===== src/rtl/audio_playout_buffer_if.sv =====
// Packet-in / sample-out bus of the audio playout buffer.
// Latency: n/a (signal bundle only).
// Backpressure: none; in_valid is a fire-and-forget pulse, out_valid a per-tick pulse.
//
// Signals:
//   in_valid / in_audio / in_seq / in_device : one accepted packet per in_valid pulse
//   out_sample / out_device                  : current played sample, held between ticks
//   out_valid / out_underrun                 : tick pulse, underrun qualifier
// Modports: master = packet source / sample sink, slave = the buffer itself.

interface audio_playout_buffer_if;
    logic        in_valid;
    logic [15:0] in_audio;
    logic [7:0]  in_seq;
    logic [7:0]  in_device;

    logic [15:0] out_sample;
    logic [7:0]  out_device;
    logic        out_valid;
    logic        out_underrun;

    modport master (
        output in_valid, in_audio, in_seq, in_device,
        input  out_sample, out_device, out_valid, out_underrun
    );

    modport slave (
        input  in_valid, in_audio, in_seq, in_device,
        output out_sample, out_device, out_valid, out_underrun
    );
endinterface


===== src/rtl/audio_playout_buffer.sv =====
// Circular sample FIFO with sequence-continuity check and divided-rate playout.
// Latency: a write is visible in fifo_count the next cycle; a played sample appears
//          the cycle after its tick.
// Backpressure: none upstream; packets arriving on a full FIFO with no pop are dropped
//               and counted in overflow_cnt.
//
// Ports:
//   clk, rst_n    : clock, asynchronous active-low reset
//   bus (slave)   : packet input and sample output (see audio_playout_buffer_if)
//   play_en       : level, enables playout; flush : one-cycle synchronous clear
//   fifo_count, full, empty        : FIFO occupancy status
//   seq_error                      : one-cycle pulse on a duplicate or a gap
//   overflow_cnt, seq_gap_cnt, underrun_cnt : saturating 8-bit diagnostics

module audio_playout_buffer #(
    parameter int DEPTH       = 16,
    parameter int ADDR_W      = 4,
    parameter int SAMPLE_DIV  = 8,
    parameter int PREFILL_LVL = 4
) (
    input  logic                   clk,
    input  logic                   rst_n,
    audio_playout_buffer_if.slave  bus,
    input  logic                   play_en,
    input  logic                   flush,
    output logic [ADDR_W:0]        fifo_count,
    output logic                   full,
    output logic                   empty,
    output logic                   seq_error,
    output logic [7:0]             overflow_cnt,
    output logic [7:0]             seq_gap_cnt,
    output logic [7:0]             underrun_cnt
);

    localparam int DIV_W = (SAMPLE_DIV > 2) ? $clog2(SAMPLE_DIV) : 1;
    localparam logic [DIV_W-1:0]  DIV_LAST    = DIV_W'(SAMPLE_DIV - 1);
    localparam logic [ADDR_W:0]   FULL_CNT    = (ADDR_W + 1)'(DEPTH);
    localparam logic [ADDR_W:0]   PREFILL_CNT = (ADDR_W + 1)'(PREFILL_LVL);

    typedef struct packed {
        logic [7:0]  device;
        logic [15:0] audio;
    } entry_t;

    typedef enum logic [1:0] {
        IDLE    = 2'd0,
        PREFILL = 2'd1,
        PLAY    = 2'd2
    } state_t;

    function automatic logic [7:0] sat_inc(input logic [7:0] v);
        return (v == 8'hFF) ? v : v + 8'd1;
    endfunction

    // ------------------------------------------------------------------
    // State
    // ------------------------------------------------------------------
    entry_t            mem [DEPTH];
    logic [ADDR_W-1:0] wr_ptr;
    logic [ADDR_W-1:0] rd_ptr;
    logic [ADDR_W:0]   count;

    logic [7:0]        expected_seq;
    logic              seq_armed;

    state_t            state_q;
    state_t            state_d;
    logic [DIV_W-1:0]  div_q;

    logic [15:0]       out_sample_q;
    logic [7:0]        out_device_q;
    logic              out_valid_q;
    logic              out_underrun_q;

    // ------------------------------------------------------------------
    // Datapath decisions
    // ------------------------------------------------------------------
    logic pkt;      // packet that takes part in tracking (flush discards it)
    logic is_dup;
    logic in_order;
    logic tick;
    logic pop;
    logic push;
    logic drop;

    assign full  = (count == FULL_CNT);
    assign empty = (count == '0);

    assign pkt = bus.in_valid && !flush;

    // The duplicate test is only meaningful once a first sequence number
    // has been seen; before that every value is accepted as the start.
    assign is_dup   = seq_armed && (bus.in_seq == expected_seq - 8'd1);
    assign in_order = !seq_armed || (bus.in_seq == expected_seq);

    // A tick is cancelled by play_en dropping or by flush in the same cycle.
    assign tick = (state_q == PLAY) && play_en && !flush && (div_q == DIV_LAST);
    assign pop  = tick && !empty;

    // A full FIFO still accepts a write when the same cycle frees a slot.
    assign push = pkt && !is_dup && (!full || pop);
    assign drop = pkt && !is_dup && full && !pop;

    // ------------------------------------------------------------------
    // FIFO storage and pointers
    // ------------------------------------------------------------------
    always_ff @(posedge clk) begin
        if (push) begin
            mem[wr_ptr] <= '{device: bus.in_device, audio: bus.in_audio};
        end
    end

    always_ff @(posedge clk or negedge rst_n) begin
        if (!rst_n) begin
            wr_ptr <= '0;
            rd_ptr <= '0;
            count  <= '0;
        end else if (flush) begin
            wr_ptr <= '0;
            rd_ptr <= '0;
            count  <= '0;
        end else begin
            if (push) begin
                wr_ptr <= wr_ptr + ADDR_W'(1);
            end
            if (pop) begin
                rd_ptr <= rd_ptr + ADDR_W'(1);
            end
            case ({push, pop})
                2'b10:   count <= count + (ADDR_W + 1)'(1);
                2'b01:   count <= count - (ADDR_W + 1)'(1);
                default: count <= count;
            endcase
        end
    end

    assign fifo_count = count;

    // ------------------------------------------------------------------
    // Sequence tracker
    // ------------------------------------------------------------------
    always_ff @(posedge clk or negedge rst_n) begin
        if (!rst_n) begin
            seq_armed    <= 1'b0;
            expected_seq <= 8'd0;
            seq_error    <= 1'b0;
            seq_gap_cnt  <= 8'd0;
        end else begin
            seq_error <= pkt && !in_order;
            if (flush) begin
                seq_armed <= 1'b0;
            end else if (pkt) begin
                seq_armed <= 1'b1;
                // A duplicate leaves the expectation where it was; in-order,
                // gap and overflow-dropped packets all resynchronise to it.
                if (!is_dup) begin
                    expected_seq <= bus.in_seq + 8'd1;
                end
                if (!in_order) begin
                    seq_gap_cnt <= sat_inc(seq_gap_cnt);
                end
            end
        end
    end

    // ------------------------------------------------------------------
    // Playout FSM
    // ------------------------------------------------------------------
    always_ff @(posedge clk or negedge rst_n) begin
        if (!rst_n) begin
            state_q <= IDLE;
        end else begin
            state_q <= state_d;
        end
    end

    always_comb begin
        state_d = state_q;
        if (flush) begin
            state_d = play_en ? PREFILL : IDLE;
        end else if (!play_en) begin
            state_d = IDLE;
        end else begin
            case (state_q)
                IDLE:    state_d = PREFILL;
                PREFILL: if (count >= PREFILL_CNT) state_d = PLAY;
                PLAY:    if (tick && empty) state_d = PREFILL;
                default: state_d = IDLE;
            endcase
        end
    end

    // The divider only runs while staying in PLAY, so it is zero on every
    // entry into PLAY and the first tick lands SAMPLE_DIV cycles later.
    always_ff @(posedge clk or negedge rst_n) begin
        if (!rst_n) begin
            div_q <= '0;
        end else if (state_q == PLAY && state_d == PLAY) begin
            div_q <= (div_q == DIV_LAST) ? '0 : div_q + DIV_W'(1);
        end else begin
            div_q <= '0;
        end
    end

    // ------------------------------------------------------------------
    // Output sample register and diagnostics
    // ------------------------------------------------------------------
    always_ff @(posedge clk or negedge rst_n) begin
        if (!rst_n) begin
            out_sample_q   <= 16'd0;
            out_device_q   <= 8'd0;
            out_valid_q    <= 1'b0;
            out_underrun_q <= 1'b0;
            overflow_cnt   <= 8'd0;
            underrun_cnt   <= 8'd0;
        end else begin
            out_valid_q    <= tick;
            out_underrun_q <= tick && empty;
            // On underrun the previous sample is simply held and repeated.
            if (pop) begin
                out_sample_q <= mem[rd_ptr].audio;
                out_device_q <= mem[rd_ptr].device;
            end
            if (drop) begin
                overflow_cnt <= sat_inc(overflow_cnt);
            end
            if (tick && empty) begin
                underrun_cnt <= sat_inc(underrun_cnt);
            end
        end
    end

    assign bus.out_sample   = out_sample_q;
    assign bus.out_device   = out_device_q;
    assign bus.out_valid    = out_valid_q;
    assign bus.out_underrun = out_underrun_q;

endmodule


===== src/flat_wrapper.sv =====
// flat-port wrapper written by rule: the top's interface ports become plain ports
module audio_playout_buffer_flat 
#(
    parameter int DEPTH       = 16,
    parameter int ADDR_W      = 4,
    parameter int SAMPLE_DIV  = 8,
    parameter int PREFILL_LVL = 4
)
  (clk, rst_n, play_en, flush, fifo_count, full, empty, seq_error, overflow_cnt, seq_gap_cnt, underrun_cnt, bus_in_valid, bus_in_audio, bus_in_seq, bus_in_device, bus_out_sample, bus_out_device, bus_out_valid, bus_out_underrun);
  audio_playout_buffer_if bus_i ();
  input  logic clk;
  input  logic rst_n;
  input  logic play_en;
  input  logic flush;
  output logic [ADDR_W:0] fifo_count;
  output logic full;
  output logic empty;
  output logic seq_error;
  output logic [7:0] overflow_cnt;
  output logic [7:0] seq_gap_cnt;
  output logic [7:0] underrun_cnt;
  input wire logic [$bits(bus_i.in_valid)-1:0] bus_in_valid;
  input wire logic [$bits(bus_i.in_audio)-1:0] bus_in_audio;
  input wire logic [$bits(bus_i.in_seq)-1:0] bus_in_seq;
  input wire logic [$bits(bus_i.in_device)-1:0] bus_in_device;
  output wire logic [$bits(bus_i.out_sample)-1:0] bus_out_sample;
  output wire logic [$bits(bus_i.out_device)-1:0] bus_out_device;
  output wire logic [$bits(bus_i.out_valid)-1:0] bus_out_valid;
  output wire logic [$bits(bus_i.out_underrun)-1:0] bus_out_underrun;
  assign bus_i.in_valid = bus_in_valid;
  assign bus_i.in_audio = bus_in_audio;
  assign bus_i.in_seq = bus_in_seq;
  assign bus_i.in_device = bus_in_device;
  assign bus_out_sample = bus_i.out_sample;
  assign bus_out_device = bus_i.out_device;
  assign bus_out_valid = bus_i.out_valid;
  assign bus_out_underrun = bus_i.out_underrun;
  audio_playout_buffer #(.DEPTH(DEPTH), .ADDR_W(ADDR_W), .SAMPLE_DIV(SAMPLE_DIV), .PREFILL_LVL(PREFILL_LVL)) u_core (.clk(clk), .rst_n(rst_n), .bus(bus_i), .play_en(play_en), .flush(flush), .fifo_count(fifo_count), .full(full), .empty(empty), .seq_error(seq_error), .overflow_cnt(overflow_cnt), .seq_gap_cnt(seq_gap_cnt), .underrun_cnt(underrun_cnt));
endmodule

===== config.mk =====
export PLATFORM = sky130hd
export DESIGN_NAME = audio_playout_buffer_flat
export DESIGN_NICKNAME = d
export VERILOG_FILES = /design/src/rtl/audio_playout_buffer_if.sv /design/src/rtl/audio_playout_buffer.sv /design/src/flat_wrapper.sv
export SDC_FILE = /design/constraint.sdc
export NUM_CORES = 1
export LEC_CHECK = 0
export BUFFER_PORTS_ARGS = -buffer_cell sky130_fd_sc_hd__buf_2
export CORE_MARGIN = 5
export CORE_UTILIZATION = 45
export CTS_CLUSTER_DIAMETER = 80
export DETAILED_ROUTE_END_ITERATION = 16
export PLACE_DENSITY = 0.67
export SYNTH_ARGS = -nofsm -noshare
export SYNTH_HDL_FRONTEND = slang
export SYNTH_SLANG_ARGS = --single-unit

===== constraint.sdc =====
create_clock -name clk -period 4.7 [get_ports clk]
set_input_delay 0.47 -clock clk [delete_from_list [all_inputs] [get_ports clk]]
set_output_delay 0.47 -clock clk [all_outputs]
set_load 0.1 [all_outputs]

**Yosys cells after proc, flatten, opt, wreduce, memory -nomap -nowiden**

Memories as Yosys holds them, arrays and structs flattened. A register that Yosys moved wholly into a read port is not among the register bits.
Index checks and enable logic that the tools add are counted.

- Bits in writable memories: 384
- Register bits: 54
- Output and inout port bits: 58
- Logic and storage cells: 94
- Bits of input ports: 37
- Memories kept: 1

- Add/subtract/negate cells: 10
- Reductions and logical operators: 33
- $lt $le $gt $ge: 1
- Bitwise logic cells: 6
- Equal/unequal tests: 12
- Mux-type cells: 18

Memories:

| name | depth | width | read ports | clocked after Yosys merged registers in | write ports | line | text |
|---|---|---|---|---|---|---|---|
| u_core.mem | 16 | 24 | 1 | 1 | 1 | audio_playout_buffer.sv:58 | `entry_t mem [DEPTH];` |

Operator list:

| cell | count |
|---|---|
| adder 8 x 1 -> 8 bit (second input constant) | 4 |
| equality test 8 bit (second input constant) | 3 |
| equality test 8 bit | 2 |
| 2-to-1 mux 4 bit | 4 |
| logical AND 1 bit | 13 |
| one-hot mux 5 bit (2 select lines) | 1 |
| adder 4 x 1 -> 4 bit (second input constant) | 2 |
| logical NOT 1 bit | 8 |
| 2-to-1 mux 2 bit | 4 |
| subtractor 8 x 1 -> 8 bit (second input constant) | 1 |
| equality test 2 bit (second input constant) | 3 |
| 2-to-1 mux 3 bit | 2 |
| inverter 1 bit | 6 |
| one-hot mux 2 bit (3 select lines) | 1 |
| nonzero test 2 bit | 3 |
| adder 5 x 1 -> 5 bit (second input constant) | 1 |
| equality test 5 bit (second input constant) | 1 |
| greater-or-equal comparator 5 x 3 -> 1 bit (second input constant) | 1 |
| logical NOT 5 bit | 1 |
| 2-to-1 mux 1 bit | 5 |
| 2-to-1 mux 5 bit | 1 |
| subtractor 5 x 1 -> 5 bit (second input constant) | 1 |
| equality test 2 x 1 -> 1 bit (second input constant) | 2 |
| AND reduction 2 bit | 2 |
| other kinds (7) | 8 |

**Logic depth before layout (Yosys ltp)**

- Word-level depth: 12
- Gate-level depth with buffers: 17
- Depth with buffers taken out: 16

**Worst setup path after synthesis**

Ideal clock, no wire load.

- Path type: flip-flop to flip-flop
- From: register u_core.count[2], in the netlist u_core.fifo_count[2]
- To: register u_core.count[4], in the netlist u_core.fifo_count[4]
- Path slack: -677 ps
- Period minus slack after synthesis: 5377 ps
- Buffers on the path: 1
- Cell stages (with the launch flop): 13
- Library setup time: 86 ps
- Required time: 4614 ps
- Arrival time: 5291 ps
- Cell sequence: dfrtp_1 > or3_1 > nor3_1 > nand2b_1 > clkbuf_1 > nor2_1 > ha_1 > nor2b_1 > o21ai_0 > nand2b_1 > or3_1 > and3b_1 > nor3_1

- Cells in the longest elaborated chain, start to end: 8
- Elaborated cells on any way between the ends: 14
- Those cells by class: add/sub (2); eq/ne (3); mux (2); reduce/logical (7)

RTL lines:

| element | line | text |
|---|---|---|
| from (decl) | audio_playout_buffer.sv:61 | `logic [ADDR_W:0] count;` |
| from (signal assigned) | audio_playout_buffer.sv:130 | `2'b10: count <= count + (ADDR_W + 1)'(1);` |
| from (signal assigned) | audio_playout_buffer.sv:131 | `2'b01: count <= count - (ADDR_W + 1)'(1);` |
| from (signal assigned) | audio_playout_buffer.sv:132 | `default: count <= count;` |
| logical NOT 5 bit * | audio_playout_buffer.sv:87 | `assign empty = (count == '0);` |
| named net empty | flat_wrapper.sv:17 | `output logic empty;` |
| logical NOT 1 bit * | audio_playout_buffer.sv:98 | `assign pop = tick && !empty;` |
| logical AND 1 bit * | audio_playout_buffer.sv:98 |  |
| logical OR 1 bit | audio_playout_buffer.sv:101 | `assign push = pkt && !is_dup && (!full \|\| pop);` |
| logical AND 1 bit | audio_playout_buffer.sv:101 |  |
| equality test 2 x 1 -> 1 bit or equality test 2 bit (tied branches) | audio_playout_buffer.sv:129 | `case ({push, pop})` |
| one-hot mux 5 bit (2 select lines) | audio_playout_buffer.sv:129 |  |
| 2-to-1 mux 5 bit | audio_playout_buffer.sv:118 | `end else if (flush) begin` |

The timed path passes the listed nets; every way through them passes the cells marked *.
A chain may end at the register's enable or synchronous reset.

**Worst setup path in the final report**

- From: register u_core.expected_seq[2]
- To: memory u_core.mem[8][13] in the netlist's numbering (enable)

- Cells in the longest elaborated chain, start to end: 8

RTL lines:

| element | line | text |
|---|---|---|
| from (decl) | audio_playout_buffer.sv:63 | `logic [7:0] expected_seq;` |
| from (signal assigned) | audio_playout_buffer.sv:157 | `expected_seq <= bus.in_seq + 8'd1;` |
| subtractor 8 x 1 -> 8 bit | audio_playout_buffer.sv:93 | `assign is_dup = seq_armed && (bus.in_seq == expected_seq - 8'd1);` |
| equality test 8 bit | audio_playout_buffer.sv:93 |  |
| logical AND 1 bit | audio_playout_buffer.sv:93 |  |
| logical NOT 1 bit | audio_playout_buffer.sv:101 |  |
| logical AND 1 bit (2 in a row) | audio_playout_buffer.sv:101 |  |
| 2-to-1 mux 1 bit | audio_playout_buffer.sv:108 | `if (push) begin` |
| 2-to-1 mux 1 bit (implied by the code) | audio_playout_buffer.sv:109 | `mem[wr_ptr] <= '{device: bus.in_device, audio: bus.in_audio};` |
| to (decl) | audio_playout_buffer.sv:58 |  |

Every way passes these cells.

==> out/metrics.yaml <==
path_class: "reg2reg"
die_y_um: 211.8
switching_share_pct: 21.91
grt.met3_usage_pct: 3.364
status: "complete, no violations"
syn-num-nets: 1014
start_util_pct: 45.19
seqPwrFrac_pct: 51.8
via_count: 9167
final_cells: 1658
initialDrtViolationCount: 830
die-area_um2: 44860
critPathMaxFanout: 25
syn_area_um2: 18330
cap_violations: 0
area_growth_pct: 16.17
clkLatencyLatePin_ns: 0.59
wire_per_inst_um: 23.00
rsz0062_at_grt: "false"
dp_slack_ns: 0.8376
dp_cells: 1567
slew_headroom_pct: 29.21
fin_worst_skew_ns: 0.03735
register_area_um2: 13490
required_ns: 4.89
synthTopCellsByArea: "edfxtp_1 (63%), mux4_2 (15%), dfrtp_1 (11%)"
viasPerCell: 5.529
nNetsFinal: 1139
hold_viol: 0
cellPowerDensity_nw_per_um2: 410.6
reg2reg_depth: 8
synthFlopType: "edfxtp_1"
synth_cell_types: 45
arrival_ns: 4.04
io_buffers: 94
fp.coreArea_um2: 40550
synthCells: 961
cts_repair_resize_count: 0
wirelength_mm: 38.13
leakagePower_uw: 0.007374
overflow: 0
min_to: "u_core.seq_armed$_DFFE_PN0P_"
syn_area_per_cell_um2: 19.07
place_hpwl_mm: 22.22
synthArstFlopShare_pct: 16.88
yosysTopAreaCell: "edfxtp_1"
fmaxAchievable_mhz: 259.5
synth_edf_count: 384
layout_commonest_cell: "edfxtp_1"
cts_hold_buf: 1
cts.htree.levels: 2
min_path_cells: 3
cts.path.max_buffers: 3
switchingPower_uw: 1915
maxSlewViolCount: 0
antenna_cells: 0
intPower_uw: 6826
dieWidth_um: 211.8
end_kind: "register"
clock_sinks: 462
synth_top_area_share_pct: 62.92
dr.pass1.iters: 4
first_global_vias: 9499
place_congestion: 0.8047
synth_seq_area_share_pct: 73.57
setup_viol: 0
hold_path.startpoint: "bus_in_valid"
yosysWarnings: 0
most-common-layout-cells: "edfxtp_1 (384), mux4_2 (120), nand2_1 (99), buf_2 (93), dfrtp_1 (75)"
setup_ws_ns: 0.8471
post_cts_buffers: 0
start_kind: "register"
multi_input_area_um2: 4715
grt_use_total_pct: 17.28
synth_seq_cells: 462
busiest_layer: "met2"
tightest_slew_ns: 1.062
grt_max_degree: 55
drive_gt1_share_pct: 30.82
peakVddDrop_mv: 0.3594
cts_tree: "built"
period_needed_ns: 3.853
grt_first_pass_wirelength_mm: 58.58
cts_made_buffers: 48
power_uw: 8741
grt_use_met2_pct: 27.18
path_clk_slew_ns: 0.06
row_count: 74
drtAntennaViolNets: 0
grtUsageMet1_pct: 25.60
drc: 0
p_clk_share_pct: 43.7
cts-root-buf: "clkbuf_16"
worstReg2RegEnd: "u_core.mem[8][13]$_DFFE_PP_"
final.fill_count: 3233
p_comb_share_pct: 4.5
io-pin-count: 95
r2r_slack_ns: 0.85
hp-class: "in2reg"
r2r-start: "u_core.expected_seq[2]$_DFFE_PN0P_"
antenna_found_initial: 1
period_share_pct: 81.98
-- worst max-delay path, cell delays in order, from the launching register on --
cell and delay, ns:
dfrtp_1 0.47, or3_4 0.44, o21a_1 0.20, o311a_1 0.33, a21oi_4 0.49, nand2b_1 0.12, buf_4 0.25, or3b_4 0.49
nor2_4 0.65
-- flip-flops by register name (all words and copies together), names as in the netlist, 5 cells and up --
name	flops
u_core.fifo_count	5
u_core.bus.out_sample	16
u_core.mem	384
u_core.seq_gap_cnt	8
u_core.expected_seq	8
u_core.underrun_cnt	8
u_core.bus.out_device	8
u_core.overflow_cnt	8
-- cell families after synthesis --
group | after synthesis | share of synthesized area (%)
fa+ha+maj | 16 | 1.133
xor+xnor | 41 | 1.959
mux | 130 | 15.33
compound gates | 34 | 1.188
flops | 462 | 73.57
buf+inv | 61 | 1.365
simple gates | 217 | 5.455
-- power groups by stage --
stage	logic (uW)	registers, uW	clock network (uW)
after floorplan	140	4730	0
after global placement	388	4610	0
after detailed placement	396	4610	0
after CTS	399	4530	3910
after global routing	428	4530	4080
final	397	4530	3820
-- layout make-up --
| type | instances | area share (%) |
|---|---|---|
| clock buffers | 66 | 6.288 |
| clock inverters | 24 | 1.346 |
| inverters | 16 | 0.2821 |
| multi-input cells | 438 | 22.14 |
| flip-flops and latches | 462 | 63.37 |
| well taps | 532 | 3.126 |
| repair buffers | 120 | 3.444 |
-- layer usage --
metal	wire length, um	part of all wire [%]
met5	13	0.034
met4	673	1.8
met3	2052	5.4
met2	18040	47
met1	17350	45
-- cells in the mapped netlist, types with 5 or more instances --
library cell,count
mux2_2,6
nand2_1,99
nor4_1,8
nand4_1,6
o21ai_0,8
xor2_1,22
ha_1,15
xnor2_1,19
a21oi_1,14
dfrtp_1,78
buf_2,5
nor3_1,14
and3_1,7
clkbuf_1,26
nor2_1,36
buf_1,12
nand2b_1,7
nand3_1,19
edfxtp_1,384
mux4_2,120
inv_1,16
-- how the worst max path moves through the flow --
| stage | slack (ns) | endpoint | depth (start not counted) | from |
|---|---|---|---|---|
| 2_1_floorplan | -0.61 | u_core.mem[3][0]$_DFFE_PP_ | 7 | u_core.fifo_count[0]$_DFFE_PN0P_ |
| 3_3_place_gp | 0.87 | u_core.mem[8][19]$_DFFE_PP_ | 8 | u_core.expected_seq[2]$_DFFE_PN0P_ |
| 3_5_place_dp | 0.84 | u_core.mem[8][19]$_DFFE_PP_ | 8 | u_core.expected_seq[2]$_DFFE_PN0P_ |
| 4_1_cts | 0.80 | u_core.mem[8][13]$_DFFE_PP_ | 8 | u_core.expected_seq[2]$_DFFE_PN0P_ |
| 5_1_grt | 0.61 | u_core.mem[11][14]$_DFFE_PP_ | 11 | u_core.expected_seq[0]$_DFFE_PN0P_ |
| 6_report | 0.85 | u_core.mem[8][13]$_DFFE_PP_ | 8 | u_core.expected_seq[2]$_DFFE_PN0P_ |
-- stage by stage --
stage	area, um2	utilization, %	hold WS [ns]	setup TNS (ns)
2_1_floorplan	18330	-	0.1744	-48.96
3_3_place_gp	19660	48.47	0.4337	0
3_5_place_dp	19660	48.47	0.4448	0
4_1_cts	21290	52.50	0.1056	0
5_1_grt	21290	52.50	0.1362	0
6_report	21290	52.50	0.1368	0
(Power assumes the default switching activity.)
